$ cat config.mk
export PLATFORM = sky130hd
export DESIGN_NAME = univ_shift_reg
export DESIGN_NICKNAME = d
export VERILOG_FILES = /design/src/rtl/univ_shift_reg.sv
export SDC_FILE = /design/constraint.sdc
export NUM_CORES = 1
export LEC_CHECK = 0
export ABC_AREA = 1
export BUFFER_PORTS_ARGS = -buffer_cell sky130_fd_sc_hd__buf_4
export CAP_MARGIN = 20
export CORE_MARGIN = 3
export CORE_UTILIZATION = 46
export DETAILED_ROUTE_END_ITERATION = 8
export PLACE_DENSITY = 0.73
export SLEW_MARGIN = 5
export SYNTH_ARGS = -nofsm -noshare
export SYNTH_HDL_FRONTEND = slang
export SYNTH_SLANG_ARGS = --single-unit
export TNS_END_PERCENT = 20
$ cat constraint.sdc
create_clock -name clk -period 2.4 [get_ports clk]
set_clock_uncertainty 0.2 [all_clocks]
set_input_delay 0.36 -clock clk [delete_from_list [all_inputs] [get_ports clk]]
set_output_delay 0.36 -clock clk [all_outputs]
set_load 0.02 [all_outputs]
$ cat src/rtl/univ_shift_reg.sv
// Universal WIDTH-bit register: synchronous clear/set/load plus a sequenced
// one-bit-per-clock shift/rotate engine with a start/busy/done handshake.
module univ_shift_reg #(
  parameter int WIDTH = 8,
  parameter int CNT_W = $clog2(WIDTH + 1)
) (
  input  logic             clk,
  input  logic             reset,
  input  logic             clr,
  input  logic             set,
  input  logic             load,
  input  logic [WIDTH-1:0] d,
  input  logic             start,
  input  logic [CNT_W-1:0] amt,
  input  logic             dir,
  input  logic             rotate,
  input  logic             sin,
  output logic [WIDTH-1:0] q,
  output logic             sout,
  output logic             busy,
  output logic             done
);

  typedef enum logic [1:0] {
    S_IDLE,
    S_SHIFT,
    S_DONE
  } state_t;

  state_t             r_state;
  logic [WIDTH-1:0]   r_q;
  logic [CNT_W-1:0]   r_cnt;
  logic               r_dir;
  logic               r_rot;

  state_t             w_state_nx;
  logic [WIDTH-1:0]   w_q_nx;
  logic [CNT_W-1:0]   w_cnt_nx;
  logic               w_dir_nx;
  logic               w_rot_nx;
  logic               w_fill;
  logic [WIDTH-1:0]   w_shifted;

  // Rotate refills with the bit being expelled; plain shift takes sin live.
  assign w_fill    = r_rot ? (r_dir ? r_q[WIDTH-1] : r_q[0]) : sin;
  assign w_shifted = r_dir ? {r_q[WIDTH-2:0], w_fill} : {w_fill, r_q[WIDTH-1:1]};

  always_comb begin
    // NOTE: every comb output gets a default first so no path infers a latch.
    w_state_nx = r_state;
    w_q_nx     = r_q;
    w_cnt_nx   = r_cnt;
    w_dir_nx   = r_dir;
    w_rot_nx   = r_rot;
    case (r_state)
      S_SHIFT: begin
        if (clr) begin
          w_q_nx     = '0;
          w_cnt_nx   = '0;
          w_state_nx = S_IDLE;
        end else if (set) begin
          w_q_nx     = '1;
          w_cnt_nx   = '0;
          w_state_nx = S_IDLE;
        end else begin
          w_q_nx   = w_shifted;
          w_cnt_nx = r_cnt - CNT_W'(1);
          if (r_cnt == CNT_W'(1)) w_state_nx = S_DONE;
        end
      end
      default: begin
        // IDLE and DONE share the same command decode; DONE always exits.
        w_state_nx = S_IDLE;
        if (clr) begin
          w_q_nx = '0;
        end else if (set) begin
          w_q_nx = '1;
        end else if (load) begin
          w_q_nx = d;
        end else if (start) begin
          w_dir_nx   = dir;
          w_rot_nx   = rotate;
          w_cnt_nx   = amt;
          w_state_nx = (amt == '0) ? S_DONE : S_SHIFT;
        end
      end
    endcase
  end

  // NOTE: sequential state uses non-blocking assignments only.
  always_ff @(posedge clk or posedge reset) begin
    if (reset) begin
      r_state <= S_IDLE;
      r_q     <= '0;
      r_cnt   <= '0;
      r_dir   <= 1'b0;
      r_rot   <= 1'b0;
    end else begin
      r_state <= w_state_nx;
      r_q     <= w_q_nx;
      r_cnt   <= w_cnt_nx;
      r_dir   <= w_dir_nx;
      r_rot   <= w_rot_nx;
    end
  end

  assign q    = r_q;
  assign sout = r_dir ? r_q[WIDTH-1] : r_q[0];
  assign busy = (r_state == S_SHIFT);
  assign done = (r_state == S_DONE);

endmodule

## Yosys cells after proc, flatten, opt, wreduce, memory -nomap -nowiden

Index checks and enable logic that the tools add are counted.

| operators by class | value |
|---|---|
| add/subtract/negate cells | 1 |
| multipliers | 0 |
| divide/modulo/power cells | 0 |
| $lt $le $gt $ge | 0 |
| equality and inequality tests | 7 |
| shift operators | 0 |
| multiplexer cells | 25 |
| bitwise gates (word level) | 4 |
| reduce and logical (&&, ||, !) cells | 5 |

Operator list:

| kind | number |
|---|---|
| two-way mux 8 bit | 7 |
| two-way mux 4 bit | 7 |
| two-way mux 2 bit | 9 |
| != test 2 x 1 -> 1 bit, second input constant | 3 |
| AND reduction 5 bit | 1 |
| == test 4 x 1 -> 1 bit, second input constant | 1 |
| zero test 4 bit | 1 |
| != test 4 x 3 -> 1 bit, second input constant | 1 |
| NOT 1 bit | 4 |
| AND reduction 4 bit | 1 |
| nonzero test 4 bit | 1 |
| subtractor 4 x 1 -> 4 bit, second input constant | 1 |
| == test 2 x 1 -> 1 bit, second input constant | 1 |
| == test 2 bit, second input constant | 1 |
| two-way mux 1 bit | 2 |
| nonzero test 2 bit | 1 |

| word-level totals | value |
|---|---|
| flip-flop bits (word level) | 16 |
| latch bits | 0 |
| RAM bits | 0 |
| memory bits (read-only) | 0 |
| memories kept | 0 |

## Logic depth before layout (Yosys ltp)

| depth | value |
|---|---|
| word-level depth | 7 |
| gate-level depth with buffers | 8 |
| depth with buffers taken out | 8 |

## Least setup slack after synthesis

No wires, ideal clock.

| timing path | value |
|---|---|
| path type | reg-to-output |
| start point | register r_q[7], in the netlist q[7] |
| end point | output sout |
| arrival time | 0.817 ns |
| required time | 1.840 ns |
| slack | 1.023 ns |
| cell stages (with the launch flop) | 4 |
| cell sequence | dfrtp_1 inv_1 nand2_1 and2_1 |

| on the way | value |
|---|---|
| cells in the longest elaborated chain, start to end | 1 |

Ends and longest elaborated chain:

| what | line | text |
|---|---|---|
| start: declaration | 31 | `logic [WIDTH-1:0] r_q;` |
| start signal: assignment | 100 | `r_q <= w_q_nx;` |
| two-way mux 1 bit | 108 | `assign sout = r_dir ? r_q[WIDTH-1] : r_q[0];` |
| end: declaration | 19 | `output logic sout,` |

Every way passes these cells.

## Worst setup path in the final report

| timing path | value |
|---|---|
| start point | register r_dir |
| end point | output sout |

| on the way | value |
|---|---|
| cells in the longest elaborated chain, start to end | 1 |

Ends and longest elaborated chain:

| what | line | text |
|---|---|---|
| start: declaration | 33 | `logic r_dir;` |
| start signal: assignment | 102 | `r_dir <= w_dir_nx;` |
| two-way mux 1 bit | 108 |  |

Every way passes these cells.

==> impl.org <==
** Global routing
- Vias in the first global route :: 907
- Across every metal layer, demand over resource in global routing totals 18.4%.
- The first global-routing pass estimated 3.84 mm of wire.
- Global routing finished with a remaining overflow of 0.
- Entering global routing, the biggest net connects 17 pins.
- The initial antenna violation count is 0.

** Yosys
- Number of enable-type register cells in the synthesized netlist :: 0
- In the synthesized netlist the dominant register cell turns out to be sky130_fd_sc_hd__dfrtp_1.
- Number of warning messages in the yosys log :: 0
- Each instance of the synthesized netlist takes up on average 7.40 µm².
- The biggest area contributor in the post-synthesis netlist is sky130_fd_sc_hd__dfrtp_1.
- Proportion of synthesized flip-flops having asynchronous set or reset :: 100%
- Of the synthesized area, sequential elements account for 37.8%.
- Fraction of synthesized cell area taken by the top area cell type :: 37.8%
- Cell count after synthesis :: 143
- The netlist uses 25 different library cells.
- Yosys instantiated no cell more often than sky130_fd_sc_hd__nand2_1.
- Top cells by count, synth :: sky130_fd_sc_hd__nand2_1 (45), sky130_fd_sc_hd__inv_1 (21), sky130_fd_sc_hd__dfrtp_1 (16), sky130_fd_sc_hd__nand3_1 (12), sky130_fd_sc_hd__o21ai_0 (8)
- Counting every net in the synthesized netlist gives 166.
- Post-Synthesis Cell Area :: 0.00106 mm²
- After synthesis the netlist holds a flip-flop and latch count of 16.
- Top cells by area, synth :: sky130_fd_sc_hd__dfrtp_1 (38%), sky130_fd_sc_hd__nand2_1 (16%), sky130_fd_sc_hd__inv_1 (7.4%)

** Drt
- The first routing iteration left 28 violations.
- Via count :: 1006
- WL/cell :: 11.3 µm
- Using the TritonRoute via totals, the vias-per-cell ratio works out to 4.96.
- The first detailed-routing pass took 4 iterations.
- Met2 routed WL :: 982 µm
- Top layer used by detailed routing :: met4
- The detail route stage leaves a number of antenna-violating nets equal to 0.
- Routed length on met1 :: 1.12 mm
- In the detailed route, the total length drawn on met3 is 146 µm.
- Wires add up to 2.30 mm.
- Post-route DRC violation count :: 0

** Final layout
- Area taken by flip-flops and latches :: 400 µm²
- Of the cells placed in the final design, the portion with a size suffix greater than 1 is 26.7%.
- Excluding fillers, the count of instances in the completed layout stands at 203.
- After the last flow step, the layout net total stands at 200.
- Area taken by multi-input logic gates :: 529 µm²
- Fill cells in the final layout number 192.
- The number of antenna diodes in the final layout is 0.
- From synthesis to final layout, the design area changed by 26.7%.

** Setup path
- STA classifies the critical path endpoint as an output port.
- Along the worst path, the maximum fanout reaches 14.
- The critical path is of the flop to output port type.
- The worst setup path is launched from a flop.
- Data arrives at the worst endpoint at 1430 ps.
- For the worst setup path, the data required time is 1840 ps.

** STA
- The smallest clock period supported by the final layout is computed as 1990 ps.
- Setup repair after global routing missed its margin :: false
- Crit share post-route :: 82.9%
- Worst hold margin :: 70.1 ps
- Hold violation count in the final report :: 0
- At the pin with the least slew margin, the transition time is 611 ps.
- Final setup fails :: 0
- Maximum clock frequency :: 502 MHz
- The max-slew violation total from the final report is 0.
- Post-Route Setup TNS :: 0 ps
- Headroom to the max-slew limit :: 59.2%

** Pwr
- Dividing total power by cell area gives a power density of 570 mW/mm².
- Post-layout power :: 765 µW
- The worst-case IR drop observed on VDD is 310 µV.
- Reported leakage power :: 0.000704 µW

** Die
- From left edge to right edge, the die measures 54.0 µm.
- Pin placement for this block handled 32 I/O pins.
- The core region is 0.00206 mm².
- The die is 54.0 µm tall.
- Initial Util :: 51.3%
- The die covers 0.00291 mm².
- The floorplan has 16 rows.

** Placement
- Detailed placement ended at an HPWL of 1.79 mm.
- Number of cells after detailed placement :: 198
- Count of buffers from port buffering :: 31
- Gp weighted congestion :: 0.891

** Clock network
- The later pin in the worst-skew pair is clocked with a latency of 290 ps.
- Total setup buffers inserted after CTS :: 0
- Once the clock tree was built, the resizer swapped 0 gates to a different size.
- Cts hold-fix bufs :: 1
- In this run the clock root is driven by a sky130_fd_sc_hd__clkbuf_4.
- The number of clock buffers added by TritonCTS is 3.
- For this design, the sink count on the clock tree is 16.
- CTS HTree Levels :: 1
- The longest clock path from root to sink contains 2 buffers.
- Worst-path clk slew :: 100 ps
- Clock tree from TritonCTS :: yes

** Status
- The flow ran to the end, and the final reports show no timing, DRC or antenna violations.

** Flow run
- The tool flagged a number of max-cap violations equal to 0.

** Worst hold path
- Hold crit path type :: primary input to flop
==> critical path, stage by stage, from the launching register on <==
cell,delay [ps]
sky130_fd_sc_hd__dfrtp_1,590
sky130_fd_sc_hd__inv_1,180
sky130_fd_sc_hd__nand2_1,120
sky130_fd_sc_hd__and2_1,120
sky130_fd_sc_hd__buf_4,130
==> area by class of cell <==
class | count | area share (%)
flip-flops and latches | 16 | 29.9
multi-input cells | 99 | 39.5
clock buffers | 4 | 2.71
inverters | 25 | 7.37
repair buffers | 32 | 18.1
well taps | 27 | 2.52
==> where the power goes <==
| group | total, µW | internal, µW | switching, µW | leakage, µW |
|---|---|---|---|---|
| Sequential | 341 | 306 | 34.9 | 0.000200 |
| Clock | 185 | 92.5 | 92.1 | 0.0000210 |
| Combinational | 240 | 102 | 137 | 0.000483 |
==> state kept, by name, indices dropped and copies added, names as in the netlist <==
register	count
r_dir	1
r_rot	1
q	8
r_state	2
r_cnt	4
==> routing by layer <==
layer	up-vias	track usage, %
li1	524	-
met1	436	25.6
met2	41	26.8
met3	5	2.77
met4	0	10.8
met5	-	0
==> path summary, 6_finish.rpt <==
check / cells after the start / start / slack, ps / endpoint
max: 4 / r_dir$_DFFE_PP0P_ / 410 / sout
min: 3 / rotate / 70 / r_rot$_DFFE_PP0P_
max reg2reg: 7 / r_state[1]$_DFFE_PP0P_ / 800 / q[4]$_DFFE_PP0P_
min reg2reg: 2 / q[0]$_DFFE_PP0P_ / 310 / q[0]$_DFFE_PP0P_
max in group asynchronous: 3 / reset / 1120 / q[0]$_DFFE_PP0P_
min in group asynchronous: 3 / reset / 490 / r_cnt[0]$_DFFE_PP0P_
==> through the flow <==
stage | cell area (µm²) | util, % | worst slack, ps
2_1_floorplan | 1060 | - | 1020
3_3_place_gp | 1290 | 62.8 | 785
3_5_place_dp | 1290 | 62.8 | 740
4_1_cts | 1340 | 65.0 | 389
5_1_grt | 1340 | 65.0 | 250
6_report | 1340 | 65.0 | 410
==> logic make-up (layout without fill, tap and decap cells) <==
logic type	count (synthesis)	after routing	synth area share, %
AO/OA/AOI/OAI	28	28	15.7
XOR/XNOR	1	1	0.828
adder cells (fa/ha/maj)	2	2	2.36
buffers and inverters	28	61	12.2
flip-flops	16	16	37.8
AND/OR/NAND/NOR	68	68	31.1
==> cells in the final DEF (no fill, tap or decap), drive strengths merged <==
cell type    netlist  layout
nand2             46      46
buf                2      31
inv               25      25
dfrtp             16      16
nand3             14      14
o21ai             13      13
a21oi              7       7
o211ai             6       6
nor2               5       5
clkbuf             1       4
ha                 2       2
xnor2              1       1
o22ai              1       1
nor3               1       1
o31ai              1       1
and2               1       1
nand4              1       1
dlygate4sd3        0       1
Note: power is estimated with default switching activity, not from simulation.
